<file path="src/rtl/tube_pkg.sv">
// rtl/tube_pkg.sv - shared FSM states and constants for the tube readout block
package tube_pkg;
    localparam int TIME_W    = 8;
    localparam int MAX_TUBES = 32;
    localparam int ID_W      = 5;
    localparam logic [TIME_W-1:0] NO_HIT = 8'hFF;

    typedef enum logic [2:0] {
        S_IDLE,
        S_CLEAR,
        S_GATE,
        S_VALIDATE,
        S_SETTLE,
        S_SCAN,
        S_DONE
    } state_t;
endpackage

</file>
<file path="src/rtl/tube_readout_if.sv">
// rtl/tube_readout_if.sv - hit-word stream from the readout controller toward the DAQ
interface tube_readout_if;
    import tube_pkg::*;

    logic              out_valid;
    logic              out_ready;
    logic [ID_W-1:0]   out_tube_id;
    logic [TIME_W-1:0] out_data;
    logic              out_empty;
    logic              out_last;
    logic [7:0]        out_event;

    modport master (
        output out_valid, out_tube_id, out_data, out_empty, out_last, out_event,
        input  out_ready
    );

    modport slave (
        input  out_valid, out_tube_id, out_data, out_empty, out_last, out_event,
        output out_ready
    );
endinterface

</file>
<file path="src/rtl/tube_prio_enc.sv">
// rtl/tube_prio_enc.sv - lowest-set-bit encoder with any and single-bit flags
module tube_prio_enc
    import tube_pkg::*;
#(
    parameter int N = 8
) (
    input  logic [N-1:0]    req,
    output logic [ID_W-1:0] idx,
    output logic            any,
    output logic            onehot
);
    localparam logic [N-1:0] ONE = N'(1);

    always_comb begin
        idx = '0;
        for (int i = N - 1; i >= 0; i--) begin
            if (req[i]) idx = ID_W'(i);
        end
    end

    assign any    = |req;
    assign onehot = any && ((req & (req - ONE)) == '0);
endmodule

</file>
<file path="src/rtl/tube_readout.sv">
// rtl/tube_readout.sv - trigger-driven tube timer sequencing and hit-word readout
module tube_readout
    import tube_pkg::*;
#(
    parameter int NUM_TUBES   = 8,
    parameter int GATE_CYCLES = 200
) (
    input  logic                        clk,
    input  logic                        clr_n,
    input  logic                        trigger,
    input  logic [NUM_TUBES*TIME_W-1:0] tube_data,
    output logic                        tube_clr,
    output logic                        gate_enable,
    output logic                        shift_freeze,
    output logic                        validate_out,
    output logic                        busy,
    tube_readout_if.master              stream
);
    localparam int CNT_W = $clog2(GATE_CYCLES + 1);
    localparam logic [CNT_W-1:0] GATE_LOAD = CNT_W'(GATE_CYCLES);

    state_t                      state;
    logic [CNT_W-1:0]            gate_cnt;
    logic [NUM_TUBES-1:0]        pending;
    logic [NUM_TUBES-1:0]        hit_mask;
    logic [NUM_TUBES-1:0]        taken_mask;
    logic [NUM_TUBES-1:0]        pend_nxt;
    logic [NUM_TUBES*TIME_W-1:0] snapshot;
    logic [MAX_TUBES*TIME_W-1:0] word_src;
    logic [TIME_W-1:0]           nxt_data;
    logic [ID_W-1:0]             nxt_id;
    logic                        nxt_any;
    logic                        nxt_onehot;
    logic                        handshake;

    assign handshake = stream.out_valid && stream.out_ready;

    always_comb begin
        hit_mask   = '0;
        taken_mask = '0;
        for (int i = 0; i < NUM_TUBES; i++) begin
            hit_mask[i]   = tube_data[i*TIME_W +: TIME_W] != NO_HIT;
            taken_mask[i] = stream.out_tube_id == ID_W'(i);
        end
    end

    // The next word is encoded one cycle ahead so every stream output leaves a flop.
    assign pend_nxt = (state == S_SETTLE) ? hit_mask : (pending & ~taken_mask);

    always_comb begin
        word_src = '0;
        word_src[NUM_TUBES*TIME_W-1:0] = (state == S_SETTLE) ? tube_data : snapshot;
    end

    assign nxt_data = word_src[{nxt_id, 3'b000} +: TIME_W];

    tube_prio_enc #(.N(NUM_TUBES)) u_prio_enc (
        .req    (pend_nxt),
        .idx    (nxt_id),
        .any    (nxt_any),
        .onehot (nxt_onehot)
    );

    always_ff @(posedge clk or negedge clr_n) begin
        if (!clr_n) begin
            state              <= S_IDLE;
            gate_cnt           <= '0;
            pending            <= '0;
            snapshot           <= '0;
            tube_clr           <= 1'b0;
            gate_enable        <= 1'b0;
            shift_freeze       <= 1'b0;
            validate_out       <= 1'b0;
            busy               <= 1'b0;
            stream.out_valid   <= 1'b0;
            stream.out_tube_id <= '0;
            stream.out_data    <= '0;
            stream.out_empty   <= 1'b0;
            stream.out_last    <= 1'b0;
            stream.out_event   <= '0;
        end else begin
            case (state)
                S_IDLE: begin
                    if (trigger) begin
                        state    <= S_CLEAR;
                        tube_clr <= 1'b1;
                        busy     <= 1'b1;
                    end
                end
                S_CLEAR: begin
                    state       <= S_GATE;
                    tube_clr    <= 1'b0;
                    gate_enable <= 1'b1;
                    gate_cnt    <= GATE_LOAD;
                end
                S_GATE: begin
                    if (gate_cnt == CNT_W'(1)) begin
                        state        <= S_VALIDATE;
                        gate_cnt     <= '0;
                        validate_out <= 1'b1;
                        shift_freeze <= 1'b1;
                    end else begin
                        gate_cnt <= gate_cnt - 1'b1;
                    end
                end
                S_VALIDATE: begin
                    state        <= S_SETTLE;
                    gate_enable  <= 1'b0;
                    validate_out <= 1'b0;
                end
                S_SETTLE: begin
                    // An event with no hits still produces a single marker word.
                    state              <= S_SCAN;
                    snapshot           <= tube_data;
                    pending            <= pend_nxt;
                    stream.out_valid   <= 1'b1;
                    stream.out_tube_id <= nxt_id;
                    stream.out_data    <= nxt_any ? nxt_data : NO_HIT;
                    stream.out_empty   <= !nxt_any;
                    stream.out_last    <= nxt_onehot || !nxt_any;
                end
                S_SCAN: begin
                    if (handshake) begin
                        pending <= pend_nxt;
                        if (stream.out_last) begin
                            state              <= S_DONE;
                            stream.out_valid   <= 1'b0;
                            stream.out_tube_id <= '0;
                            stream.out_data    <= '0;
                            stream.out_empty   <= 1'b0;
                            stream.out_last    <= 1'b0;
                        end else begin
                            stream.out_tube_id <= nxt_id;
                            stream.out_data    <= nxt_data;
                            stream.out_last    <= nxt_onehot;
                        end
                    end
                end
                S_DONE: begin
                    state            <= S_IDLE;
                    stream.out_event <= stream.out_event + 8'd1;
                    shift_freeze     <= 1'b0;
                    busy             <= 1'b0;
                end
                default: state <= S_IDLE;
            endcase
        end
    end
endmodule

</file>
<file path="src/flat_wrapper.sv">
// flat-port wrapper written by rule: the top's interface ports become plain ports
module tube_readout_flat import tube_pkg::*;
#(
    parameter int NUM_TUBES   = 8,
    parameter int GATE_CYCLES = 200
)
  (clk, clr_n, trigger, tube_data, tube_clr, gate_enable, shift_freeze, validate_out, busy, stream_out_valid, stream_out_tube_id, stream_out_data, stream_out_empty, stream_out_last, stream_out_event, stream_out_ready);
  tube_readout_if stream_i ();
  input  logic clk;
  input  logic clr_n;
  input  logic trigger;
  input  logic [NUM_TUBES*TIME_W-1:0] tube_data;
  output logic tube_clr;
  output logic gate_enable;
  output logic shift_freeze;
  output logic validate_out;
  output logic busy;
  output wire logic [$bits(stream_i.out_valid)-1:0] stream_out_valid;
  output wire logic [$bits(stream_i.out_tube_id)-1:0] stream_out_tube_id;
  output wire logic [$bits(stream_i.out_data)-1:0] stream_out_data;
  output wire logic [$bits(stream_i.out_empty)-1:0] stream_out_empty;
  output wire logic [$bits(stream_i.out_last)-1:0] stream_out_last;
  output wire logic [$bits(stream_i.out_event)-1:0] stream_out_event;
  input wire logic [$bits(stream_i.out_ready)-1:0] stream_out_ready;
  assign stream_out_valid = stream_i.out_valid;
  assign stream_out_tube_id = stream_i.out_tube_id;
  assign stream_out_data = stream_i.out_data;
  assign stream_out_empty = stream_i.out_empty;
  assign stream_out_last = stream_i.out_last;
  assign stream_out_event = stream_i.out_event;
  assign stream_i.out_ready = stream_out_ready;
  tube_readout #(.NUM_TUBES(NUM_TUBES), .GATE_CYCLES(GATE_CYCLES)) u_core (.clk(clk), .clr_n(clr_n), .trigger(trigger), .tube_data(tube_data), .tube_clr(tube_clr), .gate_enable(gate_enable), .shift_freeze(shift_freeze), .validate_out(validate_out), .busy(busy), .stream(stream_i));
endmodule
</file>
<file path="config.mk">
export PLATFORM = sky130hd
export DESIGN_NAME = tube_readout_flat
export DESIGN_NICKNAME = d
export VERILOG_FILES = /design/src/rtl/tube_pkg.sv /design/src/rtl/tube_readout_if.sv /design/src/rtl/tube_prio_enc.sv /design/src/rtl/tube_readout.sv /design/src/flat_wrapper.sv
export SDC_FILE = /design/constraint.sdc
export NUM_CORES = 1
export LEC_CHECK = 0
export ABC_AREA = 1
export BUFFER_PORTS_ARGS = -buffer_cell sky130_fd_sc_hd__buf_4
export CORE_MARGIN = 3
export CORE_UTILIZATION = 31
export DETAILED_ROUTE_END_ITERATION = 7
export SKIP_CTS_REPAIR_TIMING = 1
export SYNTH_ARGS = -nofsm -noshare
export SYNTH_HDL_FRONTEND = slang
export SYNTH_HIERARCHICAL = 1
export SYNTH_SLANG_ARGS = --single-unit
export TNS_END_PERCENT = 1
</file>
<file path="constraint.sdc">
create_clock -name clk -period 2.7 [get_ports clk]
set_input_delay 0.675 -clock clk [delete_from_list [all_inputs] [get_ports clk]]
set_output_delay 0.675 -clock clk [all_outputs]
set_load 0.1 [all_outputs]
</file>
Yosys cells after proc, flatten, opt, wreduce, memory -nomap -nowiden
Index checks and enable logic that the tools add are counted. W data, S select, Z words.

Word-level logic and storage cells: 110. Output and inout bits: 29. Bits in registers: 112.

Reduce and logical (&&, ||, !) cells: 22. Eq/ne operators: 26. Add/subtract/negate cells: 3. Bitwise gates (word level): 3. Multiplexer cells: 40. Shift operators: 1.

Operator list (number): $shiftx A256 B9 Y8 (1); $mux W64 (1); $ne A8 B8 Y1 const B (8); $mux W8 (6); $pmux W8 S2 (3); $mux W5 (9); $eq A5 B3 Y1 const B (4); $pmux W3 S6 (1); $and A8 B8 Y8 (2); $pmux W1 S2 (8); $sub A8 B1 Y8 const B (2); $mux W3 (5); $reduce_bool A2 Y1 (7); $eq A5 B2 Y1 const B (2); $pmux W5 S2 (1); $reduce_and A2 Y1 (5); $eq A3 B3 Y1 const B (3); $add A8 B1 Y8 const B (1); $eq A8 B1 Y1 const B (1); $logic_not A8 Y1 (1); $not A8 Y8 (1); $reduce_or A8 Y1 (1); $eq A3 B2 Y1 const B (2); $mux W1 (6); 11 further kinds (14).

Logic depth before layout (Yosys ltp)
Depth after elaboration: 16. Depth in mapped cells: 19.

Modules after synthesis
Netlist, hierarchy kept.

Modules (own cells, without submodules): tube_readout (instances 1, area each 5497.8 µm², cells an instance 691); tube_prio_enc (instances 1, area each 196.4 µm², cells an instance 40).

Least setup slack after synthesis
No wires, ideal clock.

Kind: register to register. Start: register u_core.stream.out_tube_id[2]. End: register u_core.stream.out_data[2]. Required time: 2.564 ns. Arrival time: 2.893 ns. Clock period less this slack: 3.029 ns. Setup slack: -0.329 ns. Stages on the path, launching flop included: 20. Cell sequence: dfrtp_1 > inv_1 > nor3_1 > nand2_1 > a21oi_1 > nor2_1 > inv_1 > nand2_1 > nand3_1 > nand2_1 > nand2_1 > a21oi_1 > clkbuf_1 > inv_1 > clkbuf_1 > nand3_1 > nand3_1 > nand3_1 > nand3_1 > a21oi_1.

Elaborated cells between the ends (all ways): 25. Classes of those cells: eq/ne (7); shift (1); mux (13); bitwise (2); reduce/logical (2).

RTL lines: from (decl) (RTL line tube_readout_if.sv:14) `output out_valid, out_tube_id, out_data, out_empty, out_last, out_event,`; from (signal assigned) (RTL line tube_readout.sv:117) `stream.out_tube_id <= nxt_id;`; from (signal assigned) (RTL line tube_readout.sv:133) `stream.out_tube_id <= nxt_id;`; $eq A5 B3 Y1 (*) (RTL line tube_readout.sv:43) `taken_mask[i] = stream.out_tube_id == ID_W'(i);`; $not A8 Y8 (*) (RTL line tube_readout.sv:48) `assign pend_nxt = (state == S_SETTLE) ? hit_mask : (pending & ~taken_mask);`; $and A8 B8 Y8 (*) (RTL line tube_readout.sv:48); $mux W8 (*) (RTL line tube_readout.sv:48); named net u_core.pend_nxt[5] (RTL line tube_readout.sv:27) `logic [NUM_TUBES-1:0] pend_nxt;`; $mux W5 (*) (6 in series) (RTL line tube_prio_enc.sv:17) `if (req[i]) idx = ID_W'(i);`; named net u_core.nxt_id[0] (RTL line tube_readout.sv:31) `logic [ID_W-1:0] nxt_id;`; $shiftx A256 B9 Y8 (*) (RTL line tube_readout.sv:55) `assign nxt_data = word_src[{nxt_id, 3'b000} +: TIME_W];`; $mux W8 (RTL line tube_readout.sv:125) `if (stream.out_last) begin`; $mux W8 (RTL line tube_readout.sv:123) `if (handshake) begin`; $pmux W8 S2 (*) (RTL line tube_readout.sv:82) `case (state)`; to (signal assigned) (RTL line tube_readout.sv:118) `stream.out_data <= nxt_any ? nxt_data : NO_HIT;`; to (signal assigned) (RTL line tube_readout.sv:134) `stream.out_data <= nxt_data;`; to (decl) (RTL line tube_readout_if.sv:14).

The timed path passes the listed nets; every way through them passes the cells marked *. The select of a mux whose other input is x is not followed. A chain may end at the register's enable or synchronous reset.

Final worst setup path
Start: register u_core.state[0]. End: register u_core.stream.out_data[5].

Elaborated cells between the ends (all ways): 21. Classes of those cells: eq/ne (3); shift (1); mux (14); reduce/logical (3).

RTL lines: from (decl) (RTL line tube_readout.sv:22) `state_t state;`; from (signal assigned) (RTL line tube_readout.sv:66) `state <= S_IDLE;`; from (signal assigned) (RTL line tube_readout.sv:85) `state <= S_CLEAR;`; from (signal assigned) (RTL line tube_readout.sv:91) `state <= S_GATE;`; $eq A3 B3 Y1 (*) (RTL line tube_readout.sv:48); $mux W8 (*) (RTL line tube_readout.sv:48); named net u_core.pend_nxt[5] (RTL line tube_readout.sv:27); $mux W5 (*) (6 in series) (RTL line tube_prio_enc.sv:17); named net u_core.nxt_id[0] (RTL line tube_readout.sv:31); $shiftx A256 B9 Y8 (*) (RTL line tube_readout.sv:55); $mux W8 (RTL line tube_readout.sv:125); $mux W8 (RTL line tube_readout.sv:123); $pmux W8 S2 (*) (RTL line tube_readout.sv:82).

Marked as above.

==> flow_summary.yaml <==
timing:
  fmax_mhz: 381.7
  hold_viol: 0
  tightest_slew_ns: 0.7426
  slew_viol_final: 0
  skew_ns: 0.01566
  fin_setup_tns_ns: 0
  setup_viol: 0
  min_period_ns: 2.620
  timing.hold.ws_ns: 0.2610
  fin_crit_sh_pct: 97.03
  slew_headroom_pct: 50.49
setup_path:
  rr_endpoint: "u_core/stream.out_data[5]$_DFFE_PN0P_"
  slowest_stage: "dfrtp_1"
  critPathCaptureType: "flip-flop"
  cp_common_cell: "nand3_2"
  crit_buf_inv: 5
  critPathMaxStageDelay_ns: 0.42
  start_kind: "flip-flop"
  ff2ff_path_depth: 19
  critPathMaxFanout: 17
  required_ns: 2.99
  cpLargestDelayFamily: "simple AND/OR/NAND/NOR gates"
  cp_cell_sequence: "nor2_4 -> buf_12 -> nand2_2 -> inv_4 -> a21oi_1 -> nor2_2 -> inv_1 -> nand2_1 -> nand3_2 -> nand2_1 -> nand2_2 -> a21oi_4 -> inv_2 -> buf_12 -> nand3_1 -> nand3_1 -> nand3_2 -> nand3_2 -> a21oi_2"
  arrival_ns: 2.91
  rrSetupSlack_ns: 0.08
  critPathKind: "reg2reg"
  r2r_start: "u_core/state[0]$_DFFE_PN0P_"
min_path:
  holdCritPathClass: "in2async"
layout:
  layout_commonest_cell: "nand2_1"
  multi_input_area_um2: 2749
  antenna_cells: 0
  n_fill_cell: 1810
  nNetsFinal: 922
  final_cell_area_um2: 7520
  area_delta_synth_final_pct: 32.06
  layout_common_cells: "nand2_1, nand3_1, buf_4, dfrtp_1, inv_1"
  drive_above_1_share_pct: 25.47
  seq_area_um2: 2815
global_route:
  grt_pass1_wl_um: 28130
  use_met2_pct: 27.83
  antenna_found_initial: 0
  grt.total_usage_pct: 17.74
  grtUsageMet1_pct: 25.19
  grt_max_degree: 68
  grt_pass1_vias: 5156
  top_usage_layer: "met2"
  overflow: 0
  met3_usage_pct: 3.876
clocking:
  clock_latency_ns: 0.37
  clk_pin_slew_ns: 0.08
  cts.htree.levels: 3
  cts_buffer_depth: 2
  numCtsBuffers: 9
  clock-sinks: 112
  cts_root_buf: "clkbuf_16"
  cts_tree: "yes"
floorplanning:
  core_um2: 17660
  die_y_um: 141.5
  dieArea_um2: 20030
  die-width_um: 141.5
  io_pins: 97
  rows: 48
  start_util_pct: 32.25
drt:
  vias: 5414
  drc: 0
  drtPass1Iterations: 6
  ant_nets: 0
  drt_iter0_drc: 441
  via_per_inst: 5.008
  wl_per_cell_um: 16.80
  wl_um: 18160
synthesis:
  syn_area_um2: 5694
  seq_area_frac_synth_pct: 49.22
  avgSynthCellArea_um2: 7.790
  yosys_warnings: 6
  synth_cell_types: 31
  synth-seq-cells: 112
  synthCells: 731
place:
  place_area_um2: 6919
  gp_congestion: 0.9090
  post-dp-hpwl_um: 13180
  portBuffers: 96
job:
  drv_cap: 0
run_status:
  status: "finished clean"
-- state kept, by name (all words and copies together), names as in the netlist, 3 cells and up --
name and count:
u_core/pending 8, u_core/state 3, u_core/stream.out_event 8, u_core/stream.out_data 8, u_core/gate_cnt 8, u_core/snapshot 64, u_core/stream.out_tube_id 5
-- synth_stat cells (all sizes together) --
| library cell | instances | area share [%] |
|---|---|---|
| nor3 | 16 | 1.6 |
| conb | 1 | 0.066 |
| inv | 43 | 2.8 |
| a31oi | 1 | 0.11 |
| nand3 | 204 | 18 |
| o21ai | 15 | 1.3 |
| o22ai | 8 | 0.88 |
| o221a | 1 | 0.20 |
| ha | 3 | 0.66 |
| a21boi | 1 | 0.13 |
| clkinv | 2 | 0.13 |
| nand2 | 200 | 13 |
| buf | 22 | 2.3 |
| or2 | 1 | 0.11 |
| dfrtp | 112 | 49 |
| clkbuf | 16 | 1.1 |
| a21oi | 23 | 2.1 |
| nor2 | 37 | 2.8 |
| xnor2 | 2 | 0.31 |
| nand4 | 11 | 1.2 |
| o211ai | 1 | 0.13 |
| xor2 | 11 | 1.7 |
-- layer usage --
layer,up-vias,share of wire (%)
met2,148,46
met3,24,5.2
met1,2563,47
li1,2679,-
met5,-,0
met4,0,1.9
-- metrics by stage --
| step | utilization, % | setup slack (ns) | std cells |
|---|---|---|---|
| after floorplan | - | 0.02634 | 732 |
| after CTS | 41.04 | -0.05400 | 1077 |
| after global routing | 42.59 | -0.08518 | 1081 |
| final | 42.59 | 0.08024 | 1081 |
| after detailed placement | 39.19 | -0.06320 | 1061 |
| after global placement | 39.19 | -0.04721 | 1061 |
-- cell families (layout without fill, tap and decap cells) --
| family | Yosys count | count (layout) | synth area share, % |
|---|---|---|---|
| adders and majority gates | 3 | 3 | 0.6593 |
| and+or+nand+nor | 469 | 469 | 36.92 |
| other | 1 | 2 | 0.06586 |
| buffers and inverters | 83 | 207 | 6.284 |
| DFF | 112 | 112 | 49.22 |
| xor gates and xnor gates | 13 | 13 | 2.000 |
| AOI/OAI and AO/OA | 50 | 50 | 4.856 |
-- worst reg2reg max path, cell delays in order, from the launching register on --
cell and delay, ns:
dfrtp_1 0.42, nor2_4 0.14, buf_12 0.16, nand2_2 0.09, inv_4 0.12, a21oi_1 0.07, nor2_2 0.14, inv_1 0.07
nand2_1 0.09, nand3_2 0.08, nand2_1 0.10, nand2_2 0.07, a21oi_4 0.20, inv_2 0.09, buf_12 0.16, nand3_1 0.09
nand3_1 0.12, nand3_2 0.10, nand3_2 0.11, a21oi_2 0.15
-- how the worst max path moves through the flow --
| stage | from | end | slack [ns] | cells after the start |
|---|---|---|---|---|
| after floorplan | u_core/stream.out_tube_id[4]$_DFFE_PN0P_ | u_core/stream.out_data[7]$_DFFE_PN0P_ | 0.03 | 18 |
| after global placement | tube_data[33] | u_core/stream.out_data[5]$_DFFE_PN0P_ | -0.05 | 12 |
| after detailed placement | tube_data[29] | u_core/stream.out_data[4]$_DFFE_PN0P_ | -0.06 | 12 |
| after CTS | u_core/state[1]$_DFFE_PN0P_ | u_core/stream.out_data[7]$_DFFE_PN0P_ | -0.05 | 13 |
| after global routing | u_core/state[1]$_DFFE_PN0P_ | u_core/stream.out_data[5]$_DFFE_PN0P_ | -0.09 | 19 |
| final | u_core/state[0]$_DFFE_PN0P_ | u_core/stream.out_data[5]$_DFFE_PN0P_ | 0.08 | 19 |
-- area by class of cell --
type	count	area share (%)
clock inverters	7	1.364
inverters	45	2.296
multi-input cells	537	36.56
repair buffers	146	15.61
flip-flops and latches	112	37.44
clock buffers	9	2.995
well taps	225	3.744
Power is not shown: default switching activity piles up to over one toggle a cycle in this logic, so the estimate is an artifact.
